$ cat config.mk
export PLATFORM = sky130hd
export DESIGN_NAME = if_id_skid_reg
export DESIGN_NICKNAME = d
export VERILOG_FILES = /design/src/rtl/core_pkg.sv /design/src/rtl/if_id_data_reg.sv /design/src/rtl/if_id_skid_reg.sv
export SDC_FILE = /design/constraint.sdc
export NUM_CORES = 1
export LEC_CHECK = 0
export BUFFER_PORTS_ARGS = -buffer_cell sky130_fd_sc_hd__buf_2
export CAP_MARGIN = 10
export CORE_MARGIN = 3
export CORE_UTILIZATION = 45
export CTS_CLUSTER_SIZE = 8
export DETAILED_ROUTE_END_ITERATION = 6
export GPL_ROUTABILITY_DRIVEN = 1
export PLACE_DENSITY = 0.65
export SLEW_MARGIN = 10
export SYNTH_ARGS = -nofsm -noshare
export SYNTH_HDL_FRONTEND = slang
export SYNTH_SLANG_ARGS = --single-unit
$ cat constraint.sdc
create_clock -name clk -period 4.83 [get_ports clk]
set_input_delay 1.449 -clock clk [delete_from_list [all_inputs] [get_ports clk]]
set_output_delay 1.449 -clock clk [all_outputs]
set_load 0.03 [all_outputs]
$ cat src/rtl/core_pkg.sv
// Shared fetch/decode types: the IF/ID bundle, the bubble instruction and
// the IF/ID buffer state encoding.
package core_pkg;

  localparam int          CORE_XLEN = 32;
  localparam logic [31:0] NOP_INST  = 32'h0000_0013;

  typedef struct packed {
    logic [CORE_XLEN-1:0] pc;
    logic [CORE_XLEN-1:0] instruction;
    logic [CORE_XLEN-1:0] pc_plus4;
  } if_id_data_t;

  // Encoding doubles as the held-bundle count.
  typedef enum logic [1:0] {
    EMPTY = 2'd0,
    ONE   = 2'd1,
    TWO   = 2'd2
  } ifid_state_e;

endpackage

$ cat src/rtl/if_id_data_reg.sv
// One IF/ID bundle register: load enable plus synchronous clear on reset.
module if_id_data_reg
  import core_pkg::*;
(
  input  logic        clk,
  input  logic        rst,
  input  logic        ld,
  input  if_id_data_t d,
  output if_id_data_t q
);

  always_ff @(posedge clk) begin
    if (rst)     q <= '0;
    else if (ld) q <= d;
  end

endmodule

$ cat src/rtl/if_id_skid_reg.sv
// Fetch->decode boundary: two-entry skid buffer (main + skid) with a
// registered, state-only in_ready and branch/jump flush.
module if_id_skid_reg
  import core_pkg::*;
#(
  parameter int          XLEN     = 32,
  parameter logic [31:0] NOP_INST = core_pkg::NOP_INST
) (
  input  logic            clk,
  input  logic            rst,
  input  logic            in_valid,
  input  logic [XLEN-1:0] in_pc,
  input  logic [XLEN-1:0] in_instruction,
  input  logic [XLEN-1:0] in_pc_plus4,
  output logic            in_ready,
  output logic            pc_we,
  input  logic            flush,
  output logic            out_valid,
  output logic [XLEN-1:0] out_pc,
  output logic [XLEN-1:0] out_instruction,
  output logic [XLEN-1:0] out_pc_plus4,
  input  logic            out_ready,
  output logic [1:0]      occupancy
);

  ifid_state_e state_q, state_d;
  if_id_data_t main_q, main_d, skid_q, in_data;
  logic        ld_main, ld_skid;
  logic        in_xfer, out_xfer;

  assign in_data = '{pc: in_pc, instruction: in_instruction, pc_plus4: in_pc_plus4};

  assign in_ready  = (state_q != TWO);
  assign pc_we     = in_ready;
  assign out_valid = (state_q != EMPTY);
  assign occupancy = state_q;

  // A flushed input never counts as accepted; out-transfer is unaffected.
  assign in_xfer  = in_valid & in_ready & ~flush;
  assign out_xfer = out_valid & out_ready;

  always_comb begin
    state_d = state_q;
    ld_main = 1'b0;
    ld_skid = 1'b0;
    main_d  = in_data;
    if (flush) begin
      state_d = EMPTY;
    end else begin
      unique case (state_q)
        EMPTY: if (in_xfer) begin
          state_d = ONE;
          ld_main = 1'b1;
        end
        ONE: begin
          if (in_xfer && out_xfer) begin
            ld_main = 1'b1;
          end else if (in_xfer) begin
            state_d = TWO;
            ld_skid = 1'b1;
          end else if (out_xfer) begin
            state_d = EMPTY;
          end
        end
        TWO: if (out_xfer) begin
          state_d = ONE;
          ld_main = 1'b1;
          main_d  = skid_q;
        end
        default: state_d = EMPTY;
      endcase
    end
  end

  always_ff @(posedge clk) begin
    if (rst) state_q <= EMPTY;
    else     state_q <= state_d;
  end

  if_id_data_reg u_main (
    .clk (clk),
    .rst (rst),
    .ld  (ld_main),
    .d   (main_d),
    .q   (main_q)
  );

  if_id_data_reg u_skid (
    .clk (clk),
    .rst (rst),
    .ld  (ld_skid),
    .d   (in_data),
    .q   (skid_q)
  );

  // pc fields keep their last value while invalid; only the instruction bubbles.
  assign out_pc          = main_q.pc;
  assign out_pc_plus4    = main_q.pc_plus4;
  assign out_instruction = out_valid ? main_q.instruction : NOP_INST;

endmodule
==> metrics <==
outcome finished clean; Maximum Capacitance Violations 0; pwr/cell area 339 nW/um2; Core Footprint 20600 um2; slew of the pin with the lowest slew margin 1.28 ns; worst slew margin relative to its limit 14.8%; number of resized instances in the post-cts repair step 0; clock network fraction of design power 38.0%; ratio of cells with drive above 1 in the final layout 24.3%; setup repair after global routing missed its margin false; Period minus WS final 3.70 ns; Site Rows 52; Inserted Clock Buffers 17; cell count after synthesis 1033; Avg Cell Area, Syn 9.30 um2; synth top area cells sky130_fd_sc_hd__dfxtp_1 40%, sky130_fd_sc_hd__a311oi_1 18%, sky130_fd_sc_hd__mux2i_1 10%; DRC errors left 0; highest clock rate 0.270 GHz; Internal Power 2580 uW; Sink Count 194; sequential share of power 47.9%; final RePlAce weighted congestion 0.755; Post-Route Skew 0.0118 ns; type of the worst min-delay path flop to flop; required time reported for the critical path endpoint 3.38 ns; antenna-violating nets left 0; count of input and output buffers 201; final wirelength 26.8 mm; summed instance area of the synthesized netlist 9610 um2; # setup viols final 0; via count normalized by instance count 6.12; Critical Path End Type output port; deepest clock path buffer count 2; DR pass1 iterations 5; wire length of the first global-routing pass 42.6 mm; DR vias 8229; Critical Path Slowest Stage Cell sky130_fd_sc_hd__nor2_2; count of boundary I/O pins 202; Chip Height 152 um; number of antenna violations at the first check in global routing 1; Synth cell types 27; critical path class flop to output port; Yosys top cell area share 40.4%; synth warn 0; Critical Path AT 2.25 ns; Period Utilization, post-route 76.6%; number of post-CTS setup repair buffers 0; area after detailed placement 9910 um2; final cell area excluding filler cells 10500 um2; die area 23100 um2; delay contributed by the slowest stage of the critical path 0.80 ns; maximum net fanout on the critical path 22; clock-pin transition on the worst setup and hold timing paths 0.07 ns; via count of the first global-routing pass 7830; final hold violation count 0; Area growth syn-to-layout 8.99%; final layout net count 1164; HPWL reported at the end of detailed placement 15.1 mm; share of total power consumed by net switching 27.4%; first-iteration detailed-routing DRC count 584; Die W 152 um; net switching power of the design 974 uW; Cell Chain, Critical Path nor2_2 -> buf_4 -> nor2b_1 -> buf_2; number of pins with negative max-slew slack in the final report 0; global-route total usage across every layer 21.8%; critical path startpoint category flop; Starting Density 46.6%; CTS Hold Buffers Added 0; clock tree from TritonCTS built; count of fill cells added during filler insertion 1961; CTS root buffer sky130_fd_sc_hd__clkbuf_16; fraction of the yosys area taken by sequential cells 40.4%; maximum number of pins on one net before global-route repair 118; aggregate negative setup slack 0 ns; Syn Nets 1134; leakage 0.00355 uW; flop and latch count out of synthesis 194; later-pin clock latency in the skew report 0.42 ns; remaining global-route overflow 0; DR WL/cell 19.9 um; largest voltage drop on the vdd net 196 uV; H-Tree Level Count 4; combinational share of power 14.1%; post-synth top area cell sky130_fd_sc_hd__dfxtp_1
flip-flops by register name (all words and copies together), names as in the netlist:
name / flops
occupancy: 2
u_skid.q: 96
u_main.q: 96
critical path: cells and delay by family (launching register included):
family | cells | cell delay, ns
and+or+nand+nor | 2 | 0.86
DFF | 1 | 0.46
buffers and inverters | 2 | 0.49
power groups by stage:
stage | registers, uW | logic [uW] | clock network [uW]
after floorplan | 1720 | 393 | 0
after CTS | 1700 | 503 | 1380
after detailed placement | 1740 | 502 | 0
final | 1700 | 501 | 1350
after global placement | 1740 | 497 | 0
after global routing | 1710 | 541 | 1440
cell usage in the layout (no fill, tap or decap), types with 17 or more instances in the layout:
cell type and count:
sky130_fd_sc_hd__nand3_1 96, sky130_fd_sc_hd__o21ai_1 32, sky130_fd_sc_hd__a311oi_1 192, sky130_fd_sc_hd__nor2b_1 31, sky130_fd_sc_hd__o21ai_0 64, sky130_fd_sc_hd__clkbuf_16 17, sky130_fd_sc_hd__mux2i_1 97, sky130_fd_sc_hd__dfxtp_1 194
sky130_fd_sc_hd__buf_4 19, sky130_fd_sc_hd__buf_2 198, sky130_fd_sc_hd__a21oi_1 97
layer usage:
metal	track usage [%]	vias up	wire, um
li1	-	3971	-
met1	29.6	3993	12100
met2	35.8	247	12900
met3	4.41	18	1420
met4	5.39	0	289
met5	0	-	0
cell usage after synthesis:
library cell                  n
sky130_fd_sc_hd__nor2_2       1
sky130_fd_sc_hd__nand2b_1     2
sky130_fd_sc_hd__buf_1       11
sky130_fd_sc_hd__dfxtp_1    194
sky130_fd_sc_hd__nor2_1       3
sky130_fd_sc_hd__inv_1        2
sky130_fd_sc_hd__nand3_1     96
sky130_fd_sc_hd__and4bb_1     1
sky130_fd_sc_hd__or3b_2       1
sky130_fd_sc_hd__mux2i_1     97
sky130_fd_sc_hd__buf_6        5
sky130_fd_sc_hd__a22o_1       1
sky130_fd_sc_hd__a2111oi_0    1
sky130_fd_sc_hd__a311oi_1   192
sky130_fd_sc_hd__buf_2       39
sky130_fd_sc_hd__buf_12      10
sky130_fd_sc_hd__or2_2        3
sky130_fd_sc_hd__buf_4       70
sky130_fd_sc_hd__nand4bb_1    1
sky130_fd_sc_hd__nor4bb_1     1
sky130_fd_sc_hd__o21ai_1     32
sky130_fd_sc_hd__o21ai_0     64
sky130_fd_sc_hd__nand2_1      2
sky130_fd_sc_hd__a21oi_1     97
sky130_fd_sc_hd__nor2b_1     31
sky130_fd_sc_hd__clkbuf_1    75
sky130_fd_sc_hd__o21a_1       1
cell families (layout without fill, tap and decap cells):
kind of cell | after synthesis | count (layout) | share of synthesized area [%]
other | 0 | 1 | 0
multiplexers | 97 | 97 | 10.1
AO/OA/AOI/OAI | 388 | 388 | 27.8
buffers and inverters | 212 | 253 | 13.6
flip-flops | 194 | 194 | 40.4
AND/OR/NAND/NOR | 142 | 142 | 8.05
per-stage QoR:
stage	hold WS, ns	std cells	power, uW	worst slack [ns]	util [%]
3_3_place_gp	0.459	1314	2230	1.48	48.1
3_5_place_dp	0.466	1314	2240	1.43	48.1
4_1_cts	0.475	1344	3590	1.06	50.8
5_1_grt	0.492	1345	3690	0.927	50.8
6_report	0.474	1345	3550	1.13	50.8
2_1_floorplan	0.454	1033	2120	1.92	-
area by class of cell:
| type | instances | area, um2 | share of cell area (%) |
|---|---|---|---|
| Sequential cell | 194 | 3880 | 37.1 |
| Tap cell | 270 | 338 | 3.23 |
| Antenna cell | 1 | 2.50 | 0.0239 |
| Clock inverter | 8 | 80.1 | 0.765 |
| Timing Repair Buffer | 221 | 1200 | 11.5 |
| Multi-Input combinational cell | 627 | 4480 | 42.7 |
| Clock buffer | 22 | 474 | 4.53 |
| Inverter | 2 | 12.5 | 0.119 |
final timing paths:
path              cells after the start  slack [ns]                  end         start
hold / removal                        2        0.47          u_skid.q[6]   u_skid.q[6]
setup reg to reg                      4        2.49         u_main.q[32]  occupancy[0]
hold reg to reg                       2        0.47          u_skid.q[6]   u_skid.q[6]
setup / recovery                      4        1.13  out_instruction[23]  occupancy[1]
No activity file was read; power rests on OpenSTA's default activity.
